### config.mk
export PLATFORM = sky130hd
export DESIGN_NAME = game_display_ctrl_flat
export DESIGN_NICKNAME = d
export VERILOG_FILES = /design/src/rtl/game_display_ctrl_pkg.sv /design/src/rtl/game_display_ctrl_if.sv /design/src/rtl/game_display_ctrl_hold_timer.sv /design/src/rtl/game_display_ctrl.sv /design/src/flat_wrapper.sv
export SDC_FILE = /design/constraint.sdc
export NUM_CORES = 1
export LEC_CHECK = 0
export ABC_AREA = 1
export CAP_MARGIN = 20
export CORE_MARGIN = 3
export CORE_UTILIZATION = 63
export DETAILED_ROUTE_END_ITERATION = 7
export PLACE_DENSITY = 0.85
export SYNTH_ARGS = -nofsm -noshare
export SYNTH_HDL_FRONTEND = slang
export SYNTH_SLANG_ARGS = --single-unit
### constraint.sdc
create_clock -name clk -period 3.2 [get_ports clk]
set_input_delay 0.64 -clock clk [delete_from_list [all_inputs] [get_ports clk]]
set_output_delay 0.64 -clock clk [all_outputs]
set_load 0.01 [all_outputs]
### src/rtl/game_display_ctrl_pkg.sv
// Shared types and constants for the guessing-game display sequencer.
package game_disp_pkg;

  // Display mux select codes
  localparam logic [1:0] SEL_SCORE = 2'b00;
  localparam logic [1:0] SEL_INPUT = 2'b01;
  localparam logic [1:0] SEL_LAST  = 2'b10;
  localparam logic [1:0] SEL_RAND  = 2'b11;

  typedef enum logic [2:0] {IDLE, REVEAL, ENTRY, RESULT, GAME_OVER} state_t;

  // Timer width able to hold the largest of the three phase lengths.
  function automatic int unsigned timer_width(int unsigned a, int unsigned b, int unsigned c);
    int unsigned m;
    m = a;
    if (b > m) m = b;
    if (c > m) m = c;
    return $clog2(m) + 1;
  endfunction

  // Mux select for a given phase; peek only overrides the switch view in ENTRY.
  function automatic logic [1:0] sel_for(state_t s, logic peek);
    logic [1:0] sel;
    unique case (s)
      REVEAL:  sel = SEL_RAND;
      ENTRY:   sel = peek ? SEL_SCORE : SEL_INPUT;
      RESULT:  sel = SEL_LAST;
      default: sel = SEL_SCORE;
    endcase
    return sel;
  endfunction

endpackage

### src/rtl/game_display_ctrl_if.sv
// Control/status bundle between the game sequencer and its environment.
interface game_display_ctrl_if;
  logic       start_pulse;
  logic       submit_pulse;
  logic       abort;
  logic       peek_score;
  logic       match;
  logic [1:0] sel;
  logic       new_rand;
  logic       capture_turn;
  logic       score_inc;
  logic       busy;
  logic [7:0] turn_count;
  logic       game_over;

  modport master (
    output start_pulse, submit_pulse, abort, peek_score, match,
    input  sel, new_rand, capture_turn, score_inc, busy, turn_count, game_over
  );

  modport slave (
    input  start_pulse, submit_pulse, abort, peek_score, match,
    output sel, new_rand, capture_turn, score_inc, busy, turn_count, game_over
  );
endinterface

### src/rtl/game_display_ctrl_hold_timer.sv
// Loadable down-counter that holds at zero; used to time each game phase.
module hold_timer #(
  parameter int unsigned W = 8
) (
  input  logic         clk,
  input  logic         rst_n,
  input  logic         load_i,
  input  logic [W-1:0] load_val_i,
  output logic         zero_o,
  output logic         expire_o
);

  logic [W-1:0] count_q;

  // Load takes priority over counting; count stops at zero.
  always_ff @(posedge clk or negedge rst_n) begin
    if (!rst_n) begin
      count_q <= '0;
    end else if (load_i) begin
      count_q <= load_val_i;
    end else if (count_q != '0) begin
      count_q <= count_q - W'(1);
    end
  end

  assign zero_o   = (count_q == '0);
  assign expire_o = zero_o && !load_i;

endmodule

### src/rtl/game_display_ctrl.sv
// Turn sequencer: walks each turn through reveal, entry and result phases and drives the
// display mux select plus the datapath latch/score strobes. All outputs are registered.
module game_display_ctrl
  import game_disp_pkg::*;
#(
  parameter int unsigned REVEAL_CYCLES = 100_000_000,
  parameter int unsigned RESULT_CYCLES = 200_000_000,
  parameter int unsigned ENTRY_TIMEOUT = 1_000_000_000,
  parameter int unsigned MAX_TURNS     = 10
) (
  input logic               clk,
  input logic               rst_n,
  game_display_ctrl_if.slave bus
);

  localparam int unsigned W = timer_width(REVEAL_CYCLES, RESULT_CYCLES, ENTRY_TIMEOUT);
  localparam logic [W-1:0] RevealLoad = W'(REVEAL_CYCLES - 1);
  localparam logic [W-1:0] EntryLoad  = W'(ENTRY_TIMEOUT - 1);
  localparam logic [W-1:0] ResultLoad = W'(RESULT_CYCLES - 1);
  localparam logic [7:0]   MaxTurns   = 8'(MAX_TURNS);

  state_t       state_q, state_d;
  logic [7:0]   turn_q, turn_d;
  logic [1:0]   sel_q, sel_d;
  logic         new_rand_q, new_rand_d;
  logic         capture_q, capture_d;
  logic         score_q, score_d;
  logic         busy_q, busy_d;
  logic         game_over_q, game_over_d;
  logic         tmr_load;
  logic [W-1:0] tmr_val;
  logic         tmr_zero;
  logic         tmr_expire;

  hold_timer #(
    .W (W)
  ) u_timer (
    .clk        (clk),
    .rst_n      (rst_n),
    .load_i     (tmr_load),
    .load_val_i (tmr_val),
    .zero_o     (tmr_zero),
    .expire_o   (tmr_expire)
  );

  // Next-state, timer control and strobe decode. REVEAL/ENTRY exits use the raw zero flag
  // because they reload the timer themselves; RESULT exit never loads, so expire is safe there.
  always_comb begin
    state_d    = state_q;
    turn_d     = turn_q;
    new_rand_d = 1'b0;
    capture_d  = 1'b0;
    score_d    = 1'b0;
    tmr_load   = 1'b0;
    tmr_val    = '0;
    if (bus.abort) begin
      state_d  = IDLE;
      turn_d   = '0;
      tmr_load = 1'b1;
    end else begin
      unique case (state_q)
        IDLE, GAME_OVER: begin
          if (bus.start_pulse) begin
            state_d    = REVEAL;
            new_rand_d = 1'b1;
            tmr_load   = 1'b1;
            tmr_val    = RevealLoad;
            if (state_q == GAME_OVER) turn_d = '0;
          end
        end
        REVEAL: begin
          if (tmr_zero) begin
            state_d  = ENTRY;
            tmr_load = 1'b1;
            tmr_val  = EntryLoad;
          end
        end
        ENTRY: begin
          if (bus.submit_pulse || tmr_zero) begin
            state_d   = RESULT;
            capture_d = 1'b1;
            score_d   = bus.submit_pulse && bus.match;
            tmr_load  = 1'b1;
            tmr_val   = ResultLoad;
            turn_d    = (turn_q == 8'hff) ? turn_q : turn_q + 8'd1;
          end
        end
        RESULT: begin
          if (tmr_expire) state_d = (turn_q == MaxTurns) ? GAME_OVER : IDLE;
        end
        default: state_d = IDLE;
      endcase
    end
    sel_d       = sel_for(state_d, bus.peek_score);
    busy_d      = state_d inside {REVEAL, ENTRY, RESULT};
    game_over_d = (state_d == GAME_OVER);
  end

  // State and registered output stage.
  always_ff @(posedge clk or negedge rst_n) begin
    if (!rst_n) begin
      state_q     <= IDLE;
      turn_q      <= '0;
      sel_q       <= SEL_SCORE;
      new_rand_q  <= 1'b0;
      capture_q   <= 1'b0;
      score_q     <= 1'b0;
      busy_q      <= 1'b0;
      game_over_q <= 1'b0;
    end else begin
      state_q     <= state_d;
      turn_q      <= turn_d;
      sel_q       <= sel_d;
      new_rand_q  <= new_rand_d;
      capture_q   <= capture_d;
      score_q     <= score_d;
      busy_q      <= busy_d;
      game_over_q <= game_over_d;
    end
  end

  assign bus.sel          = sel_q;
  assign bus.new_rand     = new_rand_q;
  assign bus.capture_turn = capture_q;
  assign bus.score_inc    = score_q;
  assign bus.busy         = busy_q;
  assign bus.turn_count   = turn_q;
  assign bus.game_over    = game_over_q;

endmodule

### src/flat_wrapper.sv
// flat-port wrapper written by rule: the top's interface ports become plain ports
module game_display_ctrl_flat import game_disp_pkg::*;
#(
  parameter int unsigned REVEAL_CYCLES = 100_000_000,
  parameter int unsigned RESULT_CYCLES = 200_000_000,
  parameter int unsigned ENTRY_TIMEOUT = 1_000_000_000,
  parameter int unsigned MAX_TURNS     = 10
)
  (clk, rst_n, bus_start_pulse, bus_submit_pulse, bus_abort, bus_peek_score, bus_match, bus_sel, bus_new_rand, bus_capture_turn, bus_score_inc, bus_busy, bus_turn_count, bus_game_over);
  game_display_ctrl_if bus_i ();
  input logic clk;
  input logic rst_n;
  input wire logic [$bits(bus_i.start_pulse)-1:0] bus_start_pulse;
  input wire logic [$bits(bus_i.submit_pulse)-1:0] bus_submit_pulse;
  input wire logic [$bits(bus_i.abort)-1:0] bus_abort;
  input wire logic [$bits(bus_i.peek_score)-1:0] bus_peek_score;
  input wire logic [$bits(bus_i.match)-1:0] bus_match;
  output wire logic [$bits(bus_i.sel)-1:0] bus_sel;
  output wire logic [$bits(bus_i.new_rand)-1:0] bus_new_rand;
  output wire logic [$bits(bus_i.capture_turn)-1:0] bus_capture_turn;
  output wire logic [$bits(bus_i.score_inc)-1:0] bus_score_inc;
  output wire logic [$bits(bus_i.busy)-1:0] bus_busy;
  output wire logic [$bits(bus_i.turn_count)-1:0] bus_turn_count;
  output wire logic [$bits(bus_i.game_over)-1:0] bus_game_over;
  assign bus_i.start_pulse = bus_start_pulse;
  assign bus_i.submit_pulse = bus_submit_pulse;
  assign bus_i.abort = bus_abort;
  assign bus_i.peek_score = bus_peek_score;
  assign bus_i.match = bus_match;
  assign bus_sel = bus_i.sel;
  assign bus_new_rand = bus_i.new_rand;
  assign bus_capture_turn = bus_i.capture_turn;
  assign bus_score_inc = bus_i.score_inc;
  assign bus_busy = bus_i.busy;
  assign bus_turn_count = bus_i.turn_count;
  assign bus_game_over = bus_i.game_over;
  game_display_ctrl #(.REVEAL_CYCLES(REVEAL_CYCLES), .RESULT_CYCLES(RESULT_CYCLES), .ENTRY_TIMEOUT(ENTRY_TIMEOUT), .MAX_TURNS(MAX_TURNS)) u_core (.clk(clk), .rst_n(rst_n), .bus(bus_i));
endmodule
==> results.toml <==
[run_status]
status = "completed"

[job]
cap_violations = 0

[setup_path]
rr_startpoint = "u_core.u_timer.count_q[0]"
end_kind = "flip-flop"
crit_fanout = 4
rrSetupSlack_ns = 0.93
cp.required_ns = 3.43
reg2reg_depth = 10
worstSetupPathType = "flip-flop to flip-flop"
r2r_end = "u_core.u_timer.count_q[26]"
cp_data_arrival_time_ns = 2.50
cp-start-kind = "flip-flop"

[clock_tree]
cts_root_buf = "clkbuf_8"
cts-buffers-inserted = 5
cts_tree = "done"
cts.htree.levels = 2
cts.repair.resized = 0
clk_path_buf_depth = 2
post_cts_buffers = 0
clk_pin_slew_ns = 0.09
insertion_delay_ns = 0.30
holdBufCountCts = 0
cts.sinks = 49

[logic_synthesis]
synth_top_area_cell = "dfrtp_1"
synth_area_leaders = "dfrtp_1, nand2_1, inv_1, nor2_1, a21oi_1"
syn_avg_cell_area_um2 = 8.427
syn_area_um2 = 2924
synth_ff_type = "dfrtp_1"
ys_seq_area_frac = 0.4193
synth-edff-count = 0
syn_inst = 347
synth_seq_cells = 49
synth_top_area_frac = 0.4193
syn-num-nets = 357
synth-async-reset-ratio = 1.000
yosys_warnings = 0
synth_cell_types = 38

[cells_and_area]
nets = 382
drive_above_1_share = 0.1233
fin_area_um2 = 3247
antenna_cells = 0
syn2layout_area_growth_pct = 11.04
layout_common_cells = "dfrtp_1, nand2_1, inv_1, nor2_1, a21oi_1"
layout_commonest_cell = "dfrtp_1"

[timing]
slew_violations = 0
max_slew.worst_pin.slew_ns = 0.5990
finalSetupViolations = 0
finalHoldViolations = 0
rsz0062_at_grt = "false"
fmax_ghz = 0.4398
fin_crit_ns = 2.274
setup-tns-final_ns = 0
fin_crit_sh = 0.7106
slew_headroom = 0.6007
skew_ns = 0.01214

[hold_path]
hp-class = "input pin to async pin"

[pwr]
p_per_area_nw_per_um2 = 421.6
leakagePower_nw = 1.623
vdd_ir_drop_max_mv = 0.3543

[die]
die_w_um = 74.13
core-area_um2 = 4414
start_util = 0.6624
die_area_um2 = 5495
design.portCount = 22
row_count = 24
die_h_um = 74.13

[global_routing]
gr-total-overflow = 0
grt_pass1_vias = 2230
grt_start_max_net_pins = 50
grt.total_usage = 0.2479
grt_first_pass_wirelength_um = 10580
antenna_found_initial = 0

[placement]
portBuffers = 21
dp_hpwl_um = 4675
place_congestion = 0.8884
place_area_um2 = 3139

[routing]
drc_errors = 0
final_antenna_net_count = 0
drt_iter0_markers = 146
vias = 2362
routed_via_density = 5.558
drtPass1Iterations = 4
wl_um = 6206
avgRoutedWirePerCell_um = 14.60
==> per-layer routing <==
layer	track usage	up-vias	wire length (um)
li1	-	1183	-
met1	0.3342	1120	2746
met2	0.4163	52	3134
met3	0.04459	7	252
met4	0.05835	0	73
met5	0	-	0
==> cell usage after synthesis, types with 2 or more instances <==
cell type and count:
dfrtp_1 49, nand2_1 48, inv_1 44, nor2_1 41
a21oi_1 24, o21ai_0 18, nand3_1 14, xor2_1 13
nor3_1 12, xnor2_1 11, nand4_1 9, o211ai_1 8
nand2_4 7, nor2_2 7, nand2_2 5, nor2_4 5
or2_2 4, ha_1 3, a31oi_1 2, clkbuf_8 2
nor2_8 2, nor3_2 2, nor4_1 2
==> sequential cells by signal (all words and copies together), names as in the netlist <==
| signal | flops |
|---|---|
| u_core.bus.busy | 1 |
| u_core.bus.new_rand | 1 |
| u_core.bus.capture_turn | 1 |
| u_core.bus.turn_count | 8 |
| u_core.u_timer.count_q | 31 |
| u_core.state_q | 3 |
| u_core.bus.score_inc | 1 |
| u_core.bus.game_over | 1 |
| u_core.bus.sel | 2 |
==> critical path, cell delays in order, from the launching register on <==
cell and delay (ns):
dfrtp_1 0.38, inv_1 0.12, ha_1 0.24, nand2_4 0.10, nor3_1 0.30, nand3_1 0.17, nor2_1 0.32, nand3_1 0.21
xnor2_1 0.18, nand2_1 0.08, a21oi_1 0.12
==> through the flow <==
step           hold WS, ns  instances  total power [W]  setup slack, ns    util
3_5_place_dp        0.4985        416         0.001026           0.7853  0.7112
5_1_grt             0.3773        425         0.001443           0.7361  0.7355
3_3_place_gp        0.5046        416         0.001014           0.8523  0.7112
2_1_floorplan       0.3444        347        0.0009510            1.294       -
6_report            0.3305        425         0.001369           0.9261  0.7355
4_1_cts             0.5109        424         0.001370           0.9213  0.7293
==> area by class of cell <==
class | count | area [um^2]
clock buffer | 8 | 80.08
multi-input combinational | 247 | 1458
timing repair buffer | 23 | 240.2
sequential | 49 | 1226
inverter | 46 | 177.7
tap | 52 | 65.06
fill | 344 | 1167
==> kinds of logic (layout without fill, tap and decap cells) <==
group | count (synthesis) | in the layout | synth area share
and+or+nand+nor | 163 | 163 | 0.3051
AOI/OAI and AO/OA | 57 | 57 | 0.1087
buffers and inverters | 51 | 77 | 0.08216
xor gates and xnor gates | 24 | 24 | 0.07189
adders and majority gates | 3 | 3 | 0.01284
DFF | 49 | 49 | 0.4193
==> power by group <==
group | switching, W | internal [W]
Sequential | 0.0000455 | 0.000658
Combinational | 0.000195 | 0.000121
Clock | 0.000194 | 0.000156
==> worst max path at each step <==
stage | start | end | slack [ns]
detailed placement | bus_start_pulse | u_core.bus.turn_count[5] | 0.79
global route | u_core.u_timer.count_q[0] | u_core.u_timer.count_q[26] | 0.74
floorplan | u_core.u_timer.count_q[0] | u_core.u_timer.count_q[25] | 1.29
finish | u_core.u_timer.count_q[0] | u_core.u_timer.count_q[26] | 0.93
global placement | bus_start_pulse | u_core.bus.turn_count[5] | 0.85
CTS | u_core.u_timer.count_q[0] | u_core.u_timer.count_q[26] | 0.92
Note: power is estimated with default switching activity, not from simulation.
